## src/rtl/duty_ramp_if.sv

```systemverilog
// duty_ramp_if: target-duty command handshake for duty_ramp.
// The master offers a new 8-bit target duty with cmd_valid; the slave
// (duty_ramp) signals with cmd_ready whether it can take it this cycle.
interface duty_ramp_if;
  logic       cmd_valid;
  logic [7:0] cmd_duty;
  logic       cmd_ready;

  // Command source side (testbench, host logic).
  modport master (
    output cmd_valid,
    output cmd_duty,
    input  cmd_ready
  );

  // Command sink side (duty_ramp).
  modport slave (
    input  cmd_valid,
    input  cmd_duty,
    output cmd_ready
  );
endinterface

```

## src/rtl/duty_ramp.sv

```systemverilog
// duty_ramp: slew-rate-limited duty register for a downstream PWM generator.
// A new target duty is accepted over the cmd handshake; the output duty then
// walks toward it by at most STEP LSBs every TICK_DIV clock edges, clamped so
// that it never overshoots the target nor wraps past 0 or 255.
//
// Optional feature, enabled by defining DUTY_RAMP_ESTOP_EN:
//   bumper emergency stop. A bump forces duty/target to 0 and latches STOP,
//   during which commands are refused; bump_clr (with bump low) releases it.
//   Without the macro bump/bump_clr are ignored and stopped is tied low.
module duty_ramp #(
  parameter int TICK_DIV = 50000,  // clock edges per ramp step, 2..2^20
  parameter int STEP     = 4       // duty LSBs per ramp step, 1..255
) (
  input  logic          clk,
  input  logic          rst_n,
  duty_ramp_if.slave    cmd,
  input  logic          bump,
  input  logic          bump_clr,
  output logic [7:0]    duty,
  output logic          at_target,
  output logic          stopped
);

  // Tick counter width; TICK_DIV is at least 2 so $clog2 is at least 1.
  localparam int CW = (TICK_DIV > 1) ? $clog2(TICK_DIV) : 1;
  localparam logic [CW-1:0] TICK_LAST = CW'(TICK_DIV - 1);
  localparam logic [7:0]    STEP8     = 8'(STEP);

  typedef enum logic [1:0] {
    ST_HOLD = 2'd0,
    ST_UP   = 2'd1,
    ST_DOWN = 2'd2,
    ST_STOP = 2'd3
  } state_t;

  state_t          state_reg;
  logic [7:0]      duty_reg;
  logic [7:0]      target_reg;
  logic [CW-1:0]   tick_reg;

  logic            step_edge;
  logic            accept;
  logic [8:0]      up_sum;
  logic [7:0]      up_next;
  logic signed [8:0] dn_diff;
  logic [7:0]      dn_next;

  // Direction implied by a target relative to the present duty.
  function automatic state_t dir_of(input logic [7:0] tgt, input logic [7:0] cur);
    if (tgt > cur)
      return ST_UP;
    else if (tgt < cur)
      return ST_DOWN;
    else
      return ST_HOLD;
  endfunction

  // Step edge: last count of the tick divider.
  assign step_edge = (tick_reg == TICK_LAST);

  // A command is taken only when offered and we are not in STOP.
  assign accept = cmd.cmd_valid && cmd.cmd_ready;

  // Upward step is done 9 bits wide so duty+STEP above 255 clamps to the
  // target instead of wrapping around to a small value.
  always_comb begin
    up_sum  = {1'b0, duty_reg} + {1'b0, STEP8};
    up_next = (up_sum > {1'b0, target_reg}) ? target_reg : up_sum[7:0];
  end

  // Downward step is done 9 bits signed so duty-STEP below 0 is seen as
  // negative and clamps to the target instead of wrapping to ~255.
  always_comb begin
    dn_diff = $signed({1'b0, duty_reg}) - $signed({1'b0, STEP8});
    dn_next = (dn_diff < $signed({1'b0, target_reg})) ? target_reg : dn_diff[7:0];
  end

  // Ramp state machine: tick divider, target latch, duty register and state.
  always_ff @(posedge clk or negedge rst_n) begin
    if (!rst_n) begin
      state_reg  <= ST_HOLD;
      duty_reg   <= 8'd0;
      target_reg <= 8'd0;
      tick_reg   <= '0;
    end else begin
`ifdef DUTY_RAMP_ESTOP_EN
      if (bump) begin
        // Bumper hit wins over everything, including a pending release.
        state_reg  <= ST_STOP;
        duty_reg   <= 8'd0;
        target_reg <= 8'd0;
        tick_reg   <= '0;
      end else if (state_reg == ST_STOP) begin
        // Parked at zero until released; commands are refused meanwhile.
        tick_reg <= '0;
        if (bump_clr)
          state_reg <= ST_HOLD;
      end else
`endif
      if (accept) begin
        // New target replaces any ramp in progress and restarts the divider,
        // so the first change lands exactly TICK_DIV edges from here.
        target_reg <= cmd.cmd_duty;
        tick_reg   <= '0;
        state_reg  <= dir_of(cmd.cmd_duty, duty_reg);
      end else begin
        tick_reg <= step_edge ? '0 : tick_reg + CW'(1);
        case (state_reg)
          ST_HOLD: begin
            state_reg <= dir_of(target_reg, duty_reg);
          end
          ST_UP, ST_DOWN: begin
            if (target_reg == duty_reg) begin
              state_reg <= ST_HOLD;
            end else if (step_edge) begin
              // Arriving on the target returns to HOLD on the same edge so
              // at_target rises together with the final duty value.
              if (target_reg > duty_reg) begin
                duty_reg  <= up_next;
                state_reg <= (up_next == target_reg) ? ST_HOLD : ST_UP;
              end else begin
                duty_reg  <= dn_next;
                state_reg <= (dn_next == target_reg) ? ST_HOLD : ST_DOWN;
              end
            end else begin
              state_reg <= dir_of(target_reg, duty_reg);
            end
          end
          default: begin
            // STOP cannot be entered without the emergency stop compiled in.
            state_reg <= ST_HOLD;
          end
        endcase
      end
    end
  end

  assign duty          = duty_reg;
  assign at_target     = (state_reg == ST_HOLD);
  assign cmd.cmd_ready = (state_reg != ST_STOP);

`ifdef DUTY_RAMP_ESTOP_EN
  assign stopped = (state_reg == ST_STOP);
`else
  assign stopped = 1'b0;
  // Bumper inputs exist on the port list but have no function in this build.
  logic unused_bump_inputs;
  assign unused_bump_inputs = bump | bump_clr;
`endif

endmodule

```

## src/flat_wrapper.sv

```systemverilog
// flat-port wrapper written by rule: the top's interface ports become plain ports
module duty_ramp_flat 
#(
  parameter int TICK_DIV = 50000,                                       
  parameter int STEP     = 4                                         
)
  (clk, rst_n, bump, bump_clr, duty, at_target, stopped, cmd_cmd_valid, cmd_cmd_duty, cmd_cmd_ready);
  duty_ramp_if cmd_i ();
  input  logic clk;
  input  logic rst_n;
  input  logic bump;
  input  logic bump_clr;
  output logic [7:0] duty;
  output logic at_target;
  output logic stopped;
  input wire logic [$bits(cmd_i.cmd_valid)-1:0] cmd_cmd_valid;
  input wire logic [$bits(cmd_i.cmd_duty)-1:0] cmd_cmd_duty;
  output wire logic [$bits(cmd_i.cmd_ready)-1:0] cmd_cmd_ready;
  assign cmd_i.cmd_valid = cmd_cmd_valid;
  assign cmd_i.cmd_duty = cmd_cmd_duty;
  assign cmd_cmd_ready = cmd_i.cmd_ready;
  duty_ramp #(.TICK_DIV(TICK_DIV), .STEP(STEP)) u_core (.clk(clk), .rst_n(rst_n), .cmd(cmd_i), .bump(bump), .bump_clr(bump_clr), .duty(duty), .at_target(at_target), .stopped(stopped));
endmodule
```

## config.mk

```make
export PLATFORM = sky130hd
export DESIGN_NAME = duty_ramp_flat
export DESIGN_NICKNAME = d
export VERILOG_FILES = /design/src/rtl/duty_ramp_if.sv /design/src/rtl/duty_ramp.sv /design/src/flat_wrapper.sv
export SDC_FILE = /design/constraint.sdc
export NUM_CORES = 1
export LEC_CHECK = 0
export CORE_MARGIN = 2
export CORE_UTILIZATION = 50
export CTS_CLUSTER_DIAMETER = 30
export CTS_CLUSTER_SIZE = 25
export DETAILED_ROUTE_END_ITERATION = 8
export PLACE_DENSITY = 0.79
export SYNTH_ARGS = -nofsm -noshare
export SYNTH_HDL_FRONTEND = slang
export SYNTH_SLANG_ARGS = --single-unit
```

## constraint.sdc

```tcl
create_clock -name clk -period 6.8 [get_ports clk]
set_clock_uncertainty 0.05 [all_clocks]
set_input_delay 0.68 -clock clk [delete_from_list [all_inputs] [get_ports clk]]
set_output_delay 0.68 -clock clk [all_outputs]
set_load 0.01 [all_outputs]
```

==> run_results.csv, run 1 <==
group,metric,value,unit
cells_and_area,fill_cells,445,
synthesis,synth_top_flop_cell,"dfrtp_1",
hold_path,min_from,"u_core.tick_reg[0]$_DFF_PN0_",
cts,clkSinkCount,34,
hold_path,hold_path.class,"register to register",
cells_and_area,final_nets,374,
synthesis,synth_area_leaders,"dfrtp_1, ha_1, xnor2_1, xor2_1, nor2_1",
power,power,0.000771,W
timing,finalSetupTns,0,ns
setup_path,reg2reg_from,"u_core.duty[6]$_DFFE_PN0P_",
setup_path,cp_max_fo,7,
detailed_routing,first_iter_violations,248,
setup_path,r2r_cells,11,
timing,tightestPinTransition,1.23,ns
setup_path,r2r-end,"u_core.duty[2]$_DFFE_PN0P_",
timing,hold_violations,0,
cts,cts_root_buffer,"clkbuf_8",
power,p_leak,1.43,nW
place,gp_congestion,0.974,
grt,grt_max_degree,35,
outcome,run_status,"finished, final reports clean",
hold_path,holdPathStages,1,
cts,cts_hold_buf,0,
synthesis,syn_nets,355,
grt,grt_pass1_wl,10600,µm
setup_path,critPathKind,"register to register",
floorplan,core_area,5170,µm²
timing,rsz0062_at_grt,"false",
grt,antenna_found_initial,0,
cells_and_area,synthToLayoutAreaGrowth,12.8,%
cts,clock_latency,0.30,ns
cts,clock_path_buffers,2,
detailed_routing,firstDrtPassIters,4,
cts,cts_resized,0,
timing,setup_violations,0,
cells_and_area,diodes,0,
synthesis,yosysTopAreaCell,"dfrtp_1",
flow_run,maxCapViolations,0,
synthesis,synth_area,2720,µm²
setup_path,critPathRequiredTime,6.97,ns
power,ir_worst_vdd,0.000125,V
cts,post_cts_buffers,0,
cts,cts_tree,"yes",
setup_path,crit_arrival,3.69,ns
setup_path,end_kind,"register",
synthesis,yosysTopAreaCellShare,31.3,%
floorplan,start_util,52.5,%
synthesis,synth_common_cells,"dfrtp_1, ha_1, nor2_1, inv_1, nand2_1",
synthesis,syn_inst,308,
floorplan,rows,26,
grt,grt_pass1_vias,2159,
detailed_routing,viasPerCell,5.73,
synthesis,synth_seq_area_share,31.3,%
floorplan,dieArea,6040,µm²
place,hpwl,4780,µm
cts,clk_pin_slew,0.08,ns
grt,grt_usage,22.4,%
power,power_density,252,nW/µm²
cts,ctsHtreeMaxLevel,2,
detailed_routing,remaining_drc_errors,0,
hold_path,holdPathEnd,"u_core.tick_reg[0]$_DFF_PN0_",
setup_path,start_kind,"register",
place,io_buffers,20,
setup_path,r2r_setup_slack,3.29,ns
timing,relSlewSlack,17.6,%
synthesis,syn_area_per_cell,8.82,µm²
timing,final.period_utilization,51.7,%
timing,max_freq,0.285,GHz
detailed_routing,num_vias,2279,
synthesis,synth_seq_cells,34,
timing,final_max_slew_viol_count,0,
synthesis,async_reset_ff_share,100,%
detailed_routing,avgRoutedWirePerCell,15.6,µm
detailed_routing,drt-total-wl,6210,µm
synthesis,netlist-cell-type-count,53,
floorplan,ios,24,
floorplan,die_y,77.7,µm
cts,numCtsBuffers,5,
timing,layout_min_cycle_time,3.51,ns
synthesis,synth_enable_flop_cells,0,
synthesis,yosysWarningCount,0,
floorplan,chipWidth,77.7,µm
grt,grt_overflow,0,
cells_and_area,drive_above_1_share,5.79,%
cells_and_area,largest_register_ffs,16,
detailed_routing,detail-route-antenna-nets,0,
## layout by cell type, fill, tap and decap left out, drive strengths merged, types with 13 or more instances in the layout
cell           Yosys  layout
a21oi             13      13
nor2              28      28
nand3             15      15
dfrtp             34      34
inv               25      25
xnor2             20      20
nand2             25      25
o21ai             16      16
clkdlybuf4s50      0      20
ha                34      34
xor2              13      13
## metal layers
| metal | wire, µm | track usage, % | share of wire [%] |
|---|---|---|---|
| met1 | 2930 | 32.8 | 47 |
| met2 | 2730 | 32.2 | 44 |
| met3 | 441 | 5.23 | 7.1 |
| met4 | 111 | 7.50 | 1.8 |
| met5 | 0 | 0 | 0 |
## cell families (layout without fill, tap and decap cells)
kind of cell	count (synthesis)	count (layout)	synth area share [%]
AO/OA/AOI/OAI	62	62	15.7
other	1	1	0.138
buffers and inverters	35	55	5.16
AND/OR/NAND/NOR	103	103	19.2
adder cells (fa/ha/maj)	34	34	15.7
XOR/XNOR	33	33	10.6
multiplexers	6	6	2.21
flip-flops	34	34	31.3
## area by class of cell
cell class / count / area (µm²) / area share (%)
clock buffer: 5 / 68.8 / 2.25
clock inverter: 3 / 21.3 / 0.694
inverter: 25 / 93.8 / 3.06
multi-input combinational: 239 / 1730 / 56.3
sequential: 34 / 851 / 27.8
tap: 70 / 87.6 / 2.86
timing repair buffer: 22 / 215 / 7.03
## how the worst max path moves through the flow
| stage | endpoint | startpoint |
|---|---|---|
| 6_report | u_core.duty[2]$_DFFE_PN0P_ | u_core.duty[6]$_DFFE_PN0P_ |
| 5_1_grt | u_core.duty[3]$_DFFE_PN0P_ | u_core.duty[6]$_DFFE_PN0P_ |
| 4_1_cts | u_core.duty[2]$_DFFE_PN0P_ | u_core.duty[6]$_DFFE_PN0P_ |
| 3_5_place_dp | u_core.duty[2]$_DFFE_PN0P_ | u_core.duty[6]$_DFFE_PN0P_ |
| 3_3_place_gp | u_core.duty[2]$_DFFE_PN0P_ | u_core.duty[6]$_DFFE_PN0P_ |
| 2_1_floorplan | u_core.duty[2]$_DFFE_PN0P_ | u_core.duty[4]$_DFFE_PN0P_ |
## critical path: stages (launching register included)
cell      delay (ns)
dfrtp_1         0.49
inv_1           0.19
nor3_1          0.31
and3_1          0.36
xnor2_1         0.11
ha_1            0.29
nand3_1         0.13
o32a_1          0.43
a31oi_2         0.37
nand2_1         0.27
a211o_2         0.35
o211ai_1        0.09
## report_power, final
group,internal (W),total (W),switching [W]
sequential,0.000230,0.000260,0.0000301
clock,0.0000719,0.000157,0.0000847
combinational,0.000145,0.000355,0.000210
## through the flow
stage	area (µm²)	utilization (%)	hold slack, ns	setup WS [ns]	cells
floorplan	2720	-	0.334	3.79	308
global placement	2970	57.5	0.391	3.44	390
detailed placement	2970	57.5	0.403	3.38	390
CTS	3060	59.2	0.413	3.37	398
global route	3060	59.2	0.430	3.12	398
finish	3060	59.2	0.410	3.29	398
(Power assumes the default switching activity.)
==> run 2: changes to the inputs <==
--- a/config.mk
+++ b/config.mk
@@ -10,7 +10,7 @@
 export CTS_CLUSTER_DIAMETER = 30
 export CTS_CLUSTER_SIZE = 25
 export DETAILED_ROUTE_END_ITERATION = 8
-export PLACE_DENSITY = 0.79
+export PLACE_DENSITY = 0.81
 export SYNTH_ARGS = -nofsm -noshare
 export SYNTH_HDL_FRONTEND = slang
 export SYNTH_SLANG_ARGS = --single-unit
==> constraint.sdc (replaced) <==
create_clock -name clk -period 2.8 [get_ports clk]
set_clock_uncertainty 0.05 [all_clocks]
set_input_delay 0.28 -clock clk [delete_from_list [all_inputs] [get_ports clk]]
set_output_delay 0.28 -clock clk [all_outputs]
set_load 0.01 [all_outputs]
==> run 2 against run 1 <==
Compared with the run above:
- the run now ends with negative setup slack left
- fmax rose by 23%
- sequential share of layout area fell by 3.5 points
- combinational power rose to 3.1 times the previous value
- setup slack got worse by 3.3 ns
- non-clock buffer count rose by 32
- design area rose by 15%
- clock power rose to 3.6 times the previous value
- hold slack got worse by 0.074 ns
- core utilization rose by 8.7 points
==> run_results.csv, run 2 (same netlist as run 1, synthesis figures left out) <==
group,metric,value,unit
timing,finalSetupTns,-0.194,ns
cts,cts_hold_buf,0,
place,place_inst,412,
floorplan,start_util,52.5,%
detailed_routing,detail-route-antenna-nets,0,
cts,clk_pin_slew,0.08,ns
cells_and_area,drive_above_1_share,20.3,%
grt,grt_pass1_wl,11700,µm
cells_and_area,final_nets,406,
detailed_routing,avgRoutedWirePerCell,18.1,µm
place,hpwl,5190,µm
detailed_routing,firstDrtPassIters,5,
setup_path,end_kind,"register",
setup_path,cp_max_fo,7,
timing,final_max_slew_viol_count,0,
grt,grt_pass1_vias,2413,
cts,cts_tree,"yes",
flow_run,maxCapViolations,0,
power,power_density,660,nW/µm²
cells_and_area,fill_cells,377,
setup_path,start_kind,"register",
setup_path,critPathRequiredTime,2.95,ns
power,ir_worst_vdd,0.000425,V
cts,clock_path_buffers,2,
timing,max_freq,0.351,GHz
grt,antenna_found_initial,0,
grt,grt_usage,24.7,%
cts,numCtsBuffers,5,
detailed_routing,remaining_drc_errors,0,
power,p_leak,1.65,nW
cells_and_area,diodes,0,
timing,setup_violations,5,
cells_and_area,layout_commonest_cell,"dfrtp_1",
cells_and_area,fin_util,67.9,%
cts,cts_root_buffer,"clkbuf_8",
outcome,violations,"negative setup slack",
timing,hold_violations,0,
grt,grt_max_degree,35,
timing,tightestPinTransition,0.661,ns
floorplan,dieArea,6040,µm²
cts,ctsHtreeMaxLevel,2,
cells_and_area,largest_register_ffs,16,
timing,relSlewSlack,54.8,%
hold_path,hold_path.class,"input pin to asynchronous set/reset pin",
cells_and_area,layout_common_cells,"dfrtp_1, ha_1, buf_4",
cells_and_area,synthToLayoutAreaGrowth,29.2,%
floorplan,core_area,5170,µm²
place,gp_congestion,0.955,
detailed_routing,drt-total-wl,7770,µm
cts,clock_latency,0.30,ns
place,io_buffers,20,
cells_and_area,regArea,852,µm²
timing,layout_setup_ws,-0.0495,ns
setup_path,crit_arrival,3.00,ns
cells_and_area,multi_input_comb_area,1860,µm²
timing,layout_min_cycle_time,2.85,ns
floorplan,chipWidth,77.7,µm
grt,grt_overflow,0,
floorplan,die_y,77.7,µm
floorplan,ios,24,
outcome,run_status,"finished with violations",
detailed_routing,num_vias,2595,
timing,final.period_utilization,102,%
cells_and_area,final_cells,430,
cts,clkSinkCount,34,
detailed_routing,viasPerCell,6.03,
place,dpl_worst_slack,-0.0625,ns
floorplan,rows,26,
setup_path,critPathKind,"register to register",
detailed_routing,first_iter_violations,357,
timing,rsz0062_at_grt,"true",
[run 2: changes by cell type in the layout (fill, tap and decap cells not counted), moves of 3 or more]
cell,delta
xnor2_1,-3
nand3_2,+3
buf_4,+29
nand3_1,-3
xnor2_2,+3
[run 2: area by class of cell]
class | count | share of cell area, %
sequential | 34 | 24.3
clock inverter | 3 | 1.96
clock buffer | 5 | 1.96
inverter | 25 | 2.67
tap | 70 | 2.49
timing repair buffer | 54 | 13.5
multi-input combinational | 239 | 53.1
[run 2: power breakdown]
group / total (W) / switching (W) / internal (W)
sequential: 0.000633 / 0.0000757 / 0.000558
combinational: 0.00111 / 0.000637 / 0.000475
clock: 0.000571 / 0.000214 / 0.000357
[run 2: timing repair]
item | 4_1_cts | 5_1_grt
pin swaps | 0 | 9
buffers inserted | 1 | 9
cloned | 0 | 0
setup endpoints to repair | 7 | 9
gates resized for setup | 3 | 22
[run 2: final timing paths]
path                                         startpoint                            end  slack, ns  cells after the start
setup / recovery             u_core.duty[3]$_DFFE_PN0P_     u_core.duty[2]$_DFFE_PN0P_      -0.05                     11
hold / removal                                    rst_n  u_core.tick_reg[12]$_DFF_PN0_       0.34                      2
setup reg to reg             u_core.duty[3]$_DFFE_PN0P_     u_core.duty[2]$_DFFE_PN0P_      -0.05                     11
hold reg to reg            u_core.tick_reg[0]$_DFF_PN0_   u_core.tick_reg[0]$_DFF_PN0_       0.40                      1
max in group asynchronous                         rst_n     u_core.duty[2]$_DFFE_PN0P_       2.02                      2
min in group clk           u_core.tick_reg[0]$_DFF_PN0_   u_core.tick_reg[0]$_DFF_PN0_       0.40                      1
[run 2: routing by layer]
layer	up-vias	wire length (µm)	GRT usage, %
li1	1187	-	-
met1	1245	3240	33.1
met2	135	3720	39.1
met3	28	592	5.47
met4	0	214	9.11
met5	-	0	0
[run 2: critical path: stages (launching register included)]
cell and delay [ns]:
dfrtp_1 0.45, ha_4 0.19, nand3_1 0.12, xnor2_2 0.21, ha_1 0.28, a21oi_1 0.17, o221ai_1 0.12, o32a_1 0.28
a31oi_4 0.32, nand2_4 0.14, a211o_2 0.32, o211ai_1 0.10
[run 2: per-stage QoR]
step	power [W]	hold slack [ns]	cell area, µm²
floorplan	0.00127	-0.0656	2760
global placement	0.00150	0.388	3170
detailed placement	0.00153	0.395	3170
CTS	0.00212	0.360	3320
global route	0.00243	0.401	3510
finish	0.00232	0.336	3510
==> run 3: changes to the inputs <==
--- a/config.mk
+++ b/config.mk
@@ -6,11 +6,12 @@
 export NUM_CORES = 1
 export LEC_CHECK = 0
 export CORE_MARGIN = 2
-export CORE_UTILIZATION = 50
+export CORE_UTILIZATION = 45
 export CTS_CLUSTER_DIAMETER = 30
 export CTS_CLUSTER_SIZE = 25
 export DETAILED_ROUTE_END_ITERATION = 8
-export PLACE_DENSITY = 0.81
+export PLACE_DENSITY = 0.75
+export SLEW_MARGIN = 10
 export SYNTH_ARGS = -nofsm -noshare
 export SYNTH_HDL_FRONTEND = slang
 export SYNTH_SLANG_ARGS = --single-unit
==> run 3 against run 2 <==
Compared with the run above:
- the flow now finishes without violations
- sequential cell count stayed put
- setup slack better by 0.11 ns
- combinational power is 10% lower
- clock-buffer cell count stayed put
- critical path depth stayed put
- die area is 11% higher
- register-to-register slack better by 0.11 ns
- clock power hardly changed
- wire length is 11% lower
- fmax is 4.1% higher
- sequential power is 1% lower
- global-route usage is 3.1 points lower
- critical path type unchanged
==> run_results.csv, run 3 (same netlist as run 1, synthesis figures left out) <==
group,metric,value,unit
outcome,run_status,"finished, final reports clean",
cts,numCtsBuffers,5,
cells_and_area,synthToLayoutAreaGrowth,27.9,%
floorplan,start_util,46.2,%
cells_and_area,final_nets,406,
cts,cts_tree,"yes",
cells_and_area,fill_cells,516,
grt,use_met2,36.4,%
power,share_seq_of_total_power,28.5,%
timing,layout_setup_ws,0.0626,ns
floorplan,rows,28,
setup_path,crit_arrival,2.90,ns
detailed_routing,drt-total-wl,6890,µm
grt,grt_usage,21.6,%
setup_path,r2r_setup_slack,0.06,ns
cts,ctsHtreeMaxLevel,2,
place,place_inst,420,
cts,clock_latency,0.29,ns
place,io_buffers,20,
place,dpl_worst_slack,0.00967,ns
timing,hold_violations,0,
power,p_leak,1.63,nW
cells_and_area,regArea,853,µm²
hold_path,hold_path.class,"input pin to asynchronous set/reset pin",
cells_and_area,layout_common_cells,"buf_4, dfrtp_1, ha_1",
setup_path,cp_top_family,"simple AND/OR/NAND/NOR gates",
cells_and_area,design_area,3470,µm²
timing,final.period_utilization,97.8,%
detailed_routing,num_vias,2428,
cts,clkSinkCount,34,
setup_path,crit_path_top_delay_cell,"dfrtp_2",
place,hpwl,5180,µm
timing,final_max_slew_viol_count,0,
power,total_switching_power,0.000840,W
timing,layout_min_cycle_time,2.74,ns
timing,tightestPinTransition,0.594,ns
cts,clk_pin_slew,0.08,ns
setup_path,critPathRequiredTime,2.97,ns
grt,antenna_found_initial,0,
grt,gr-usage-met1,28.3,%
setup_path,slowest_delay,0.45,ns
floorplan,core_area,5890,µm²
place,dpl_cell_area,3190,µm²
setup_path,end_kind,"register",
power,power.share.clock,25.9,%
grt,grt_pass1_vias,2266,
cells_and_area,final_cells,435,
detailed_routing,viasPerCell,5.58,
timing,max_freq,0.365,GHz
place,gp_congestion,0.969,
floorplan,ios,24,
detailed_routing,detail-route-antenna-nets,0,
grt,grt_max_degree,35,
timing,setup_violations,0,
cts,cts_hold_buf,0,
setup_path,start_kind,"register",
cells_and_area,largest_register_ffs,16,
power,power_density,631,nW/µm²
setup_path,critPathKind,"register to register",
detailed_routing,firstDrtPassIters,4,
grt,grt_pass1_wl,10800,µm
setup_path,cp_cell_sequence,"buf_4 > nor3_2 > and3_4 > xnor2_1 > ha_2 > o21a_1 > o22ai_4 > nor2_4 > nand2_4 > a211o_2 > o211ai_1",
detailed_routing,avgRoutedWirePerCell,15.8,µm
setup_path,crit_buf_inv,1,
power,ir_worst_vdd,0.000339,V
flow_run,maxCapViolations,0,
power,swShare,38.3,%
setup_path,cp_max_fo,6,
power,combPwrFrac,45.5,%
grt,grt_overflow,0,
setup_path,reg2reg_from,"u_core.duty[3]$_DFFE_PN0P_",
detailed_routing,first_iter_violations,180,
detailed_routing,remaining_drc_errors,0,
grt,grt-busiest-layer,"met2",
setup_path,r2r_cells,11,
cts,cts_root_buffer,"clkbuf_8",
setup_path,r2r-end,"u_core.duty[2]$_DFFE_PN0P_",
cells_and_area,diodes,0,
cts,clock_path_buffers,2,
floorplan,dieArea,6670,µm²
cells_and_area,drive_above_1_share,19.2,%
cells_and_area,multi_input_comb_area,1840,µm²
grt,grt_util_met3,4.62,%
power,internal_power,0.00135,W
cells_and_area,layout_commonest_cell,"buf_4",
floorplan,chipWidth,81.7,µm
floorplan,die_y,81.7,µm
timing,relSlewSlack,59.4,%
run 3: cell counts in the layout (fill, tap and decap cells not counted):
Identical to the previous run, type by type.
run 3: timing repair:
action                     4_1_cts  5_1_grt
gates cloned                     0        0
gates resized for setup          0       20
setup endpoints to repair        4        9
buffers inserted                 1        6
pin swaps                        0       10
run 3: final cells by class:
type,count,share of cell area [%]
repair buffers,54,13.2
well taps,75,2.70
inverters,25,2.70
multi-input cells,239,52.8
clock buffers,5,1.98
flip-flops and latches,34,24.6
clock inverters,3,1.98
run 3: worst max path at each step:
stage | start | endpoint | cells after the start
finish | u_core.duty[3]$_DFFE_PN0P_ | u_core.duty[2]$_DFFE_PN0P_ | 11
floorplan | u_core.duty[6]$_DFFE_PN0P_ | u_core.duty[2]$_DFFE_PN0P_ | 14
CTS | u_core.duty[3]$_DFFE_PN0P_ | u_core.duty[2]$_DFFE_PN0P_ | 11
global placement | u_core.duty[2]$_DFFE_PN0P_ | u_core.duty[2]$_DFFE_PN0P_ | 11
detailed placement | u_core.duty[2]$_DFFE_PN0P_ | u_core.duty[7]$_DFFE_PN0P_ | 11
global route | u_core.duty[3]$_DFFE_PN0P_ | u_core.duty[7]$_DFFE_PN0P_ | 11
run 3: per-stage QoR:
step	TNS, ns	power (W)	utilization [%]	hold slack [ns]
after floorplan	0	0.00127	-	-0.0656
after global placement	-0.00135	0.00151	54.3	0.393
after detailed placement	0	0.00153	54.3	0.396
after CTS	-0.0331	0.00212	56.7	0.368
after global routing	-0.324	0.00233	59.0	0.407
final	0	0.00219	59.0	0.343
run 3: power by group through the flow:
stage | registers [W] | clock network [W] | logic [W]
3_3_place_gp | 0.000630 | 0 | 0.000881
4_1_cts | 0.000623 | 0.000577 | 0.000920
6_report | 0.000626 | 0.000569 | 0.000999
2_1_floorplan | 0.000617 | 0 | 0.000649
5_1_grt | 0.000635 | 0.000597 | 0.00110
3_5_place_dp | 0.000632 | 0 | 0.000902
run 3: worst reg2reg max path: cells and delay by family (launching register included):
family                     cells  cell delay [ns]
xor gates and xnor gates       1             0.11
and+or+nand+nor                4             0.84
buffers and inverters          1             0.17
AOI/OAI and AO/OA              4             0.69
DFF                            1             0.45
adders and majority gates      1             0.34
run 3: per-layer routing:
metal / vias up / part of all wire [%] / wire (µm)
li1: 1189 / - / -
met5: - / 0 / 0
met3: 10 / 4.1 / 282
met1: 1173 / 46 / 3170
met2: 56 / 49 / 3360
met4: 0 / 1.2 / 80
